File: config.mk
export PLATFORM = sky130hd
export DESIGN_NAME = neurorisc_lif_neuron
export DESIGN_NICKNAME = d
export VERILOG_FILES = /design/src/rtl/neurorisc_pkg.sv /design/src/rtl/neurorisc_sat_add32.sv /design/src/rtl/neurorisc_lif_neuron.sv
export SDC_FILE = /design/constraint.sdc
export NUM_CORES = 1
export LEC_CHECK = 0
export BUFFER_PORTS_ARGS = -buffer_cell sky130_fd_sc_hd__buf_2
export CAP_MARGIN = 20
export CORE_MARGIN = 4
export CORE_UTILIZATION = 58
export CTS_BUF_LIST = sky130_fd_sc_hd__clkbuf_4 sky130_fd_sc_hd__clkbuf_8 sky130_fd_sc_hd__clkbuf_16
export CTS_CLUSTER_DIAMETER = 120
export CTS_CLUSTER_SIZE = 8
export DETAILED_ROUTE_END_ITERATION = 7
export GPL_TIMING_DRIVEN = 0
export HOLD_SLACK_MARGIN = 0.15
export PLACE_DENSITY = 0.82
export SETUP_SLACK_MARGIN = 0.5
export SLEW_MARGIN = 5
export SYNTH_ARGS = -nofsm -noshare
export SYNTH_HDL_FRONTEND = slang
export SYNTH_SLANG_ARGS = --single-unit
File: constraint.sdc
create_clock -name clk -period 5.8 [get_ports clk]
set_clock_uncertainty 0.05 [all_clocks]
set_input_delay 0.58 -clock clk [delete_from_list [all_inputs] [get_ports clk]]
set_output_delay 0.58 -clock clk [all_outputs]
set_load 0.02 [all_outputs]
File: src/rtl/neurorisc_pkg.sv
// Shared types and defaults for the leaky integrate-and-fire neuron.
// Latency: n/a (types, constants and a width helper only).
// Backpressure: n/a.
//
// Contents: FSM state enum, latched weight bundle, weight width,
// default neuron parameters, refractory counter width helper.
package neurorisc_pkg;

  localparam int WEIGHT_W = 32;

  localparam logic [WEIGHT_W-1:0] DEF_THRESHOLD    = 32'd100;
  localparam int                  DEF_LEAK_SHIFT   = 4;
  localparam int                  DEF_REFRAC_TICKS = 2;
  localparam logic [WEIGHT_W-1:0] DEF_V_RESET      = 32'd0;

  typedef enum logic [2:0] {
    ST_IDLE = 3'd0,
    ST_ACC0 = 3'd1,
    ST_ACC1 = 3'd2,
    ST_ACC2 = 3'd3,
    ST_ACC3 = 3'd4,
    ST_LEAK = 3'd5,
    ST_CMP  = 3'd6
  } lif_state_e;

  // Synaptic weights captured on the accepted tick.
  typedef struct packed {
    logic [WEIGHT_W-1:0] a;
    logic [WEIGHT_W-1:0] b;
    logic [WEIGHT_W-1:0] c;
    logic [WEIGHT_W-1:0] d;
  } weights_t;

  // Counter width able to hold 0..ticks, never narrower than one bit so
  // a zero-length refractory period still elaborates a legal register.
  function automatic int refrac_cnt_w(input int ticks);
    int w;
    w = $clog2(ticks + 1);
    return (w < 1) ? 1 : w;
  endfunction

endpackage

File: src/rtl/neurorisc_sat_add32.sv
// Unsigned 32-bit adder that clamps to all-ones instead of wrapping.
// Latency: combinational.
// Backpressure: none.
//
// Ports: a_i, b_i - operands; sum_o - saturated sum.
module neurorisc_sat_add32
  import neurorisc_pkg::*;
(
  input  logic [WEIGHT_W-1:0] a_i,
  input  logic [WEIGHT_W-1:0] b_i,
  output logic [WEIGHT_W-1:0] sum_o
);

  // One extra bit catches the carry-out that signals overflow.
  logic [WEIGHT_W:0] raw_sum;

  assign raw_sum = {1'b0, a_i} + {1'b0, b_i};
  assign sum_o   = raw_sum[WEIGHT_W] ? '1 : raw_sum[WEIGHT_W-1:0];

endmodule

File: src/rtl/neurorisc_lif_neuron.sv
// Leaky integrate-and-fire neuron: four weighted inputs, leak, threshold fire.
// Latency: tick at edge N -> membrane final and spike_out pulse at edge N+6.
// Backpressure: none; ticks arriving while busy are dropped and flagged.
//
// Ports:
//   clk, rst            clock, synchronous active-high reset
//   tick                single-cycle timestep strobe
//   spikeA..spikeD      unsigned synaptic weights, sampled on the accepted tick
//   spike_out           one-cycle fire pulse
//   membrane            current membrane potential
//   busy                timestep in progress
//   tick_overrun        sticky: a tick arrived while busy (cleared by rst only)
module neurorisc_lif_neuron
  import neurorisc_pkg::*;
#(
  parameter logic [WEIGHT_W-1:0] THRESHOLD    = DEF_THRESHOLD,
  parameter int                  LEAK_SHIFT   = DEF_LEAK_SHIFT,
  parameter int                  REFRAC_TICKS = DEF_REFRAC_TICKS,
  parameter logic [WEIGHT_W-1:0] V_RESET      = DEF_V_RESET
) (
  input  logic                clk,
  input  logic                rst,
  input  logic                tick,
  input  logic [WEIGHT_W-1:0] spikeA,
  input  logic [WEIGHT_W-1:0] spikeB,
  input  logic [WEIGHT_W-1:0] spikeC,
  input  logic [WEIGHT_W-1:0] spikeD,
  output logic                spike_out,
  output logic [WEIGHT_W-1:0] membrane,
  output logic                busy,
  output logic                tick_overrun
);

  localparam int REFRAC_W = refrac_cnt_w(REFRAC_TICKS);

  lif_state_e            state_q;
  weights_t              w_q;
  logic [WEIGHT_W-1:0]   v_q;
  logic [REFRAC_W-1:0]   refrac_q;
  logic                  spike_out_q;
  logic                  overrun_q;

  logic [WEIGHT_W-1:0]   add_op_d;
  logic [WEIGHT_W-1:0]   acc_sum_d;
  logic [WEIGHT_W-1:0]   leak_v_d;

  // One accumulate step per ACC state, so a single adder is shared and
  // the operand is chosen by the current state.
  always_comb begin
    add_op_d = '0;
    case (state_q)
      ST_ACC0: add_op_d = w_q.a;
      ST_ACC1: add_op_d = w_q.b;
      ST_ACC2: add_op_d = w_q.c;
      ST_ACC3: add_op_d = w_q.d;
      default: add_op_d = '0;
    endcase
  end

  neurorisc_sat_add32 u_sat_add (
    .a_i   (v_q),
    .b_i   (add_op_d),
    .sum_o (acc_sum_d)
  );

  // Logical shift: v is unsigned, so the leak never exceeds v itself.
  assign leak_v_d = v_q - (v_q >> LEAK_SHIFT);

  always_ff @(posedge clk) begin
    if (rst) begin
      state_q     <= ST_IDLE;
      w_q         <= '0;
      v_q         <= '0;
      refrac_q    <= '0;
      spike_out_q <= 1'b0;
      overrun_q   <= 1'b0;
    end else begin
      // Pulse only lasts the cycle after CMP fires.
      spike_out_q <= 1'b0;

      // Any tick outside IDLE is an overrun; the FSM below ignores it.
      if (tick && (state_q != ST_IDLE)) begin
        overrun_q <= 1'b1;
      end

      case (state_q)
        ST_IDLE: begin
          if (tick) begin
            // During the refractory window the timestep still runs
            // (so leak is applied) but contributes no input.
            if (refrac_q != '0) begin
              w_q      <= '0;
              refrac_q <= refrac_q - REFRAC_W'(1);
            end else begin
              w_q.a <= spikeA;
              w_q.b <= spikeB;
              w_q.c <= spikeC;
              w_q.d <= spikeD;
            end
            state_q <= ST_ACC0;
          end
        end
        ST_ACC0: begin
          v_q     <= acc_sum_d;
          state_q <= ST_ACC1;
        end
        ST_ACC1: begin
          v_q     <= acc_sum_d;
          state_q <= ST_ACC2;
        end
        ST_ACC2: begin
          v_q     <= acc_sum_d;
          state_q <= ST_ACC3;
        end
        ST_ACC3: begin
          v_q     <= acc_sum_d;
          state_q <= ST_LEAK;
        end
        ST_LEAK: begin
          v_q     <= leak_v_d;
          state_q <= ST_CMP;
        end
        ST_CMP: begin
          if (v_q >= THRESHOLD) begin
            spike_out_q <= 1'b1;
            v_q         <= V_RESET;
            refrac_q    <= REFRAC_W'(REFRAC_TICKS);
          end
          state_q <= ST_IDLE;
        end
        default: begin
          state_q <= ST_IDLE;
        end
      endcase
    end
  end

  assign spike_out    = spike_out_q;
  assign membrane     = v_q;
  assign busy         = (state_q != ST_IDLE);
  assign tick_overrun = overrun_q;

endmodule

==> impl_metrics.py <==
metrics = {
    "cts": {
        "cts_buffer_depth": 2,
        "path_clk_slew_ns": 0.07,
        "cts_tree": "done",
        "cts_root_buffer": "clkbuf_16",
        "post_cts_buffers": 0,
        "clk_latency_ns": 0.44,
        "cts_buffers": 17,
        "htreeDepth": 4,
        "ctsResizeCount": 0,
        "holdBufCountCts": 0,
        "cts_sinks": 167,
    },
    "floorplan": {
        "die_x_um": 140.8,
        "fp-row-count": 48,
        "coreArea_um2": 17300,
        "die_h_um": 140.8,
        "dieArea_um2": 19830,
        "initial_utilization_pct": 59.14,
        "io_pins": 166,
    },
    "global_route": {
        "grt_max_degree": 17,
        "grt_usage_pct": 30.65,
        "antenna_found_initial": 0,
        "grt_pass1_wl_um": 49270,
        "grt_pass1_vias": 9891,
        "grt_overflow": 0,
    },
    "placement": {
        "hpwl_um": 23900,
        "port_buffers": 165,
        "dp.cells": 1699,
        "pre_cts_slack_ns": 0.7107,
        "place_congestion": 0.9206,
    },
    "cells_and_area": {
        "diodes": 0,
        "fillers": 1476,
        "final_cell_mix": "183 x nand2_1, 183 x a21oi_1, 167 x dfxtp_1",
        "multiInputGateArea_um2": 6367,
        "drive_gt1_share_pct": 15.34,
        "instances_no_fill": 1731,
        "syn2layout_area_growth_pct": 16.72,
        "regArea_um2": 3343,
        "fin_nets": 1687,
    },
    "sta": {
        "finalCritPeriodShare_pct": 86.02,
        "tns_ns": 0,
        "layout_setup_ws_ns": 0.8106,
        "fmax_mhz": 200.4,
        "grt_setup_unrepaired": "no",
        "whs_ns": 0.3534,
        "hold_violations": 0,
        "slew_headroom_pct": 48.15,
        "min_period_ns": 4.989,
        "drv_slew": 0,
        "finalSetupViolCount": 0,
        "worst_pin_slew_ns": 0.7777,
    },
    "status": {
        "status": "completed",
    },
    "yosys": {
        "synthDistinctLibCells": 67,
        "syn_nets": 1503,
        "ys_ff_latch": 167,
        "synth_edf_count": 0,
        "synth_flop_cell": "dfxtp_1",
        "netlist_area_um2": 10230,
        "avgSynthCellArea_um2": 7.815,
        "seq_area_frac_synth_pct": 32.68,
        "async_reset_ff_share_pct": 0,
        "ys_warn_count": 0,
        "synth_cells": 1309,
    },
    "routing": {
        "wire_per_inst_um": 18.05,
        "drt-vias-per-instance": 6.159,
        "drt_first_pass_iters": 6,
        "initialDrtViolationCount": 1078,
        "vias": 10662,
        "ant_nets": 0,
        "wl_met3_um": 2593,
        "met2_length_um": 14490,
        "drc": 0,
        "wl_met1_um": 13200,
        "routed.top_layer": "met4",
        "drt_wl_total_um": 31240,
    },
    "setup_path": {
        "path_common_cell": "clkbuf_1",
        "ff2ff_path_depth": 16,
        "cp_max_fo": 10,
        "cp_slowest_cell": "or4_1",
        "crit_required_ns": 6.10,
        "cp.depth": 16,
        "critical_path.startpoint_type": "register",
        "crit_type": "reg -> reg",
        "arrival_ns": 5.29,
        "critPathBufInv": 3,
        "startpoint": "state_q[1]",
        "endpoint_kind": "register",
        "critPathTopFamily": "compound AO/OA/AOI/OAI gates",
        "rr_startpoint": "state_q[1]",
        "path_cells": "clkbuf_1 > nand2b_1 > nor2_1 > clkbuf_1 > a221o_1 > ha_1 > fa_1 > a211oi_1 > o21a_1 > or4_1 > a21o_1 > a31oi_2 > a311o_2 > buf_4 > o21ai_2 > a311oi_2",
        "cpPeakStageDelay_ns": 0.57,
    },
    "worst_hold_path": {
        "min-delay-path-class": "in -> reg",
        "min_path_cells": 3,
        "hold_start": "spikeC[29]",
    },
    "pwr": {
        "irDropWorstVdd_uv": 197.6,
        "finalPower_uw": 3822,
        "leakage_uw": 0.005031,
        "p_per_area_nw_per_um2": 320.1,
    },
    "job": {
        "maxCapViolCount": 0,
    },
}
## sequential cells by signal, summed over array words and instances (netlist names)
name / flops
tick_overrun: 1
spike_out: 1
state_q: 3
w_q: 128
membrane: 32
refrac_q: 2
## per-layer routing
metal	global-route usage, %	vias to the layer above
li1	-	5172
met1	40.98	4944
met2	49.47	475
met3	5.597	71
met4	11.58	0
met5	0	-
## synth_stat cells (all sizes together) (10+ instances only)
cell type	n	area share [%]
a21oi	183	9.0
nand2	183	6.7
dfxtp	167	33
nand3	137	6.7
clkbuf	91	3.3
ha	61	7.5
nor2	52	1.9
o21ai	46	2.4
inv	41	1.5
a221o	34	3.3
xnor2	33	2.8
a22o	32	2.7
a21o	29	2.2
a211oi	28	2.6
xor2	19	1.6
a22oi	16	1.2
o21a	14	1.0
o211ai	13	0.95
nor3	10	0.49
## worst reg2reg max path, delay by kind of cell (launching register included)
kind / cells / cell delay [ns]
buffers and inverters: 3 / 1.02
AOI/OAI and AO/OA: 8 / 1.93
and+or+nand+nor: 3 / 1.06
DFF: 1 / 0.33
adders and majority gates: 2 / 0.53
## area by class of cell
type	instances	area share [%]
multi-input combinational	1005	53.33
sequential	167	28.00
timing repair buffer	165	6.916
clock buffer	17	3.563
buffer	96	3.133
tap	225	2.358
clock inverter	15	1.415
inverter	41	1.289
## power breakdown
part	leakage, µW	switching [µW]	internal [µW]	total [µW]
Clock	0.000288	515	644	1160
Combinational	0.00337	772	536	1310
Sequential	0.00137	104	1250	1350
## final timing paths
| kind | end | slack (ns) |
|---|---|---|
| max | membrane[13] | 0.81 |
| min | w_q[61] | 0.35 |
| max reg2reg | membrane[13] | 0.81 |
| min reg2reg | w_q[11] | 0.40 |
## cells by family after synthesis
family          synth area share, %
compound gates                30.50
simple gates                  19.17
flops                         32.68
buf+inv                       5.149
fa+ha+maj                     7.852
xor+xnor                      4.452
mux                          0.1957
## metrics by stage
step	cell area (µm²)	utilization, %
2_1_floorplan	10230	-
3_3_place_gp	11340	65.55
3_5_place_dp	11340	65.55
4_1_cts	11930	68.98
5_1_grt	11940	69.03
6_report	11940	69.03
No activity file was read; power rests on OpenSTA's default activity.
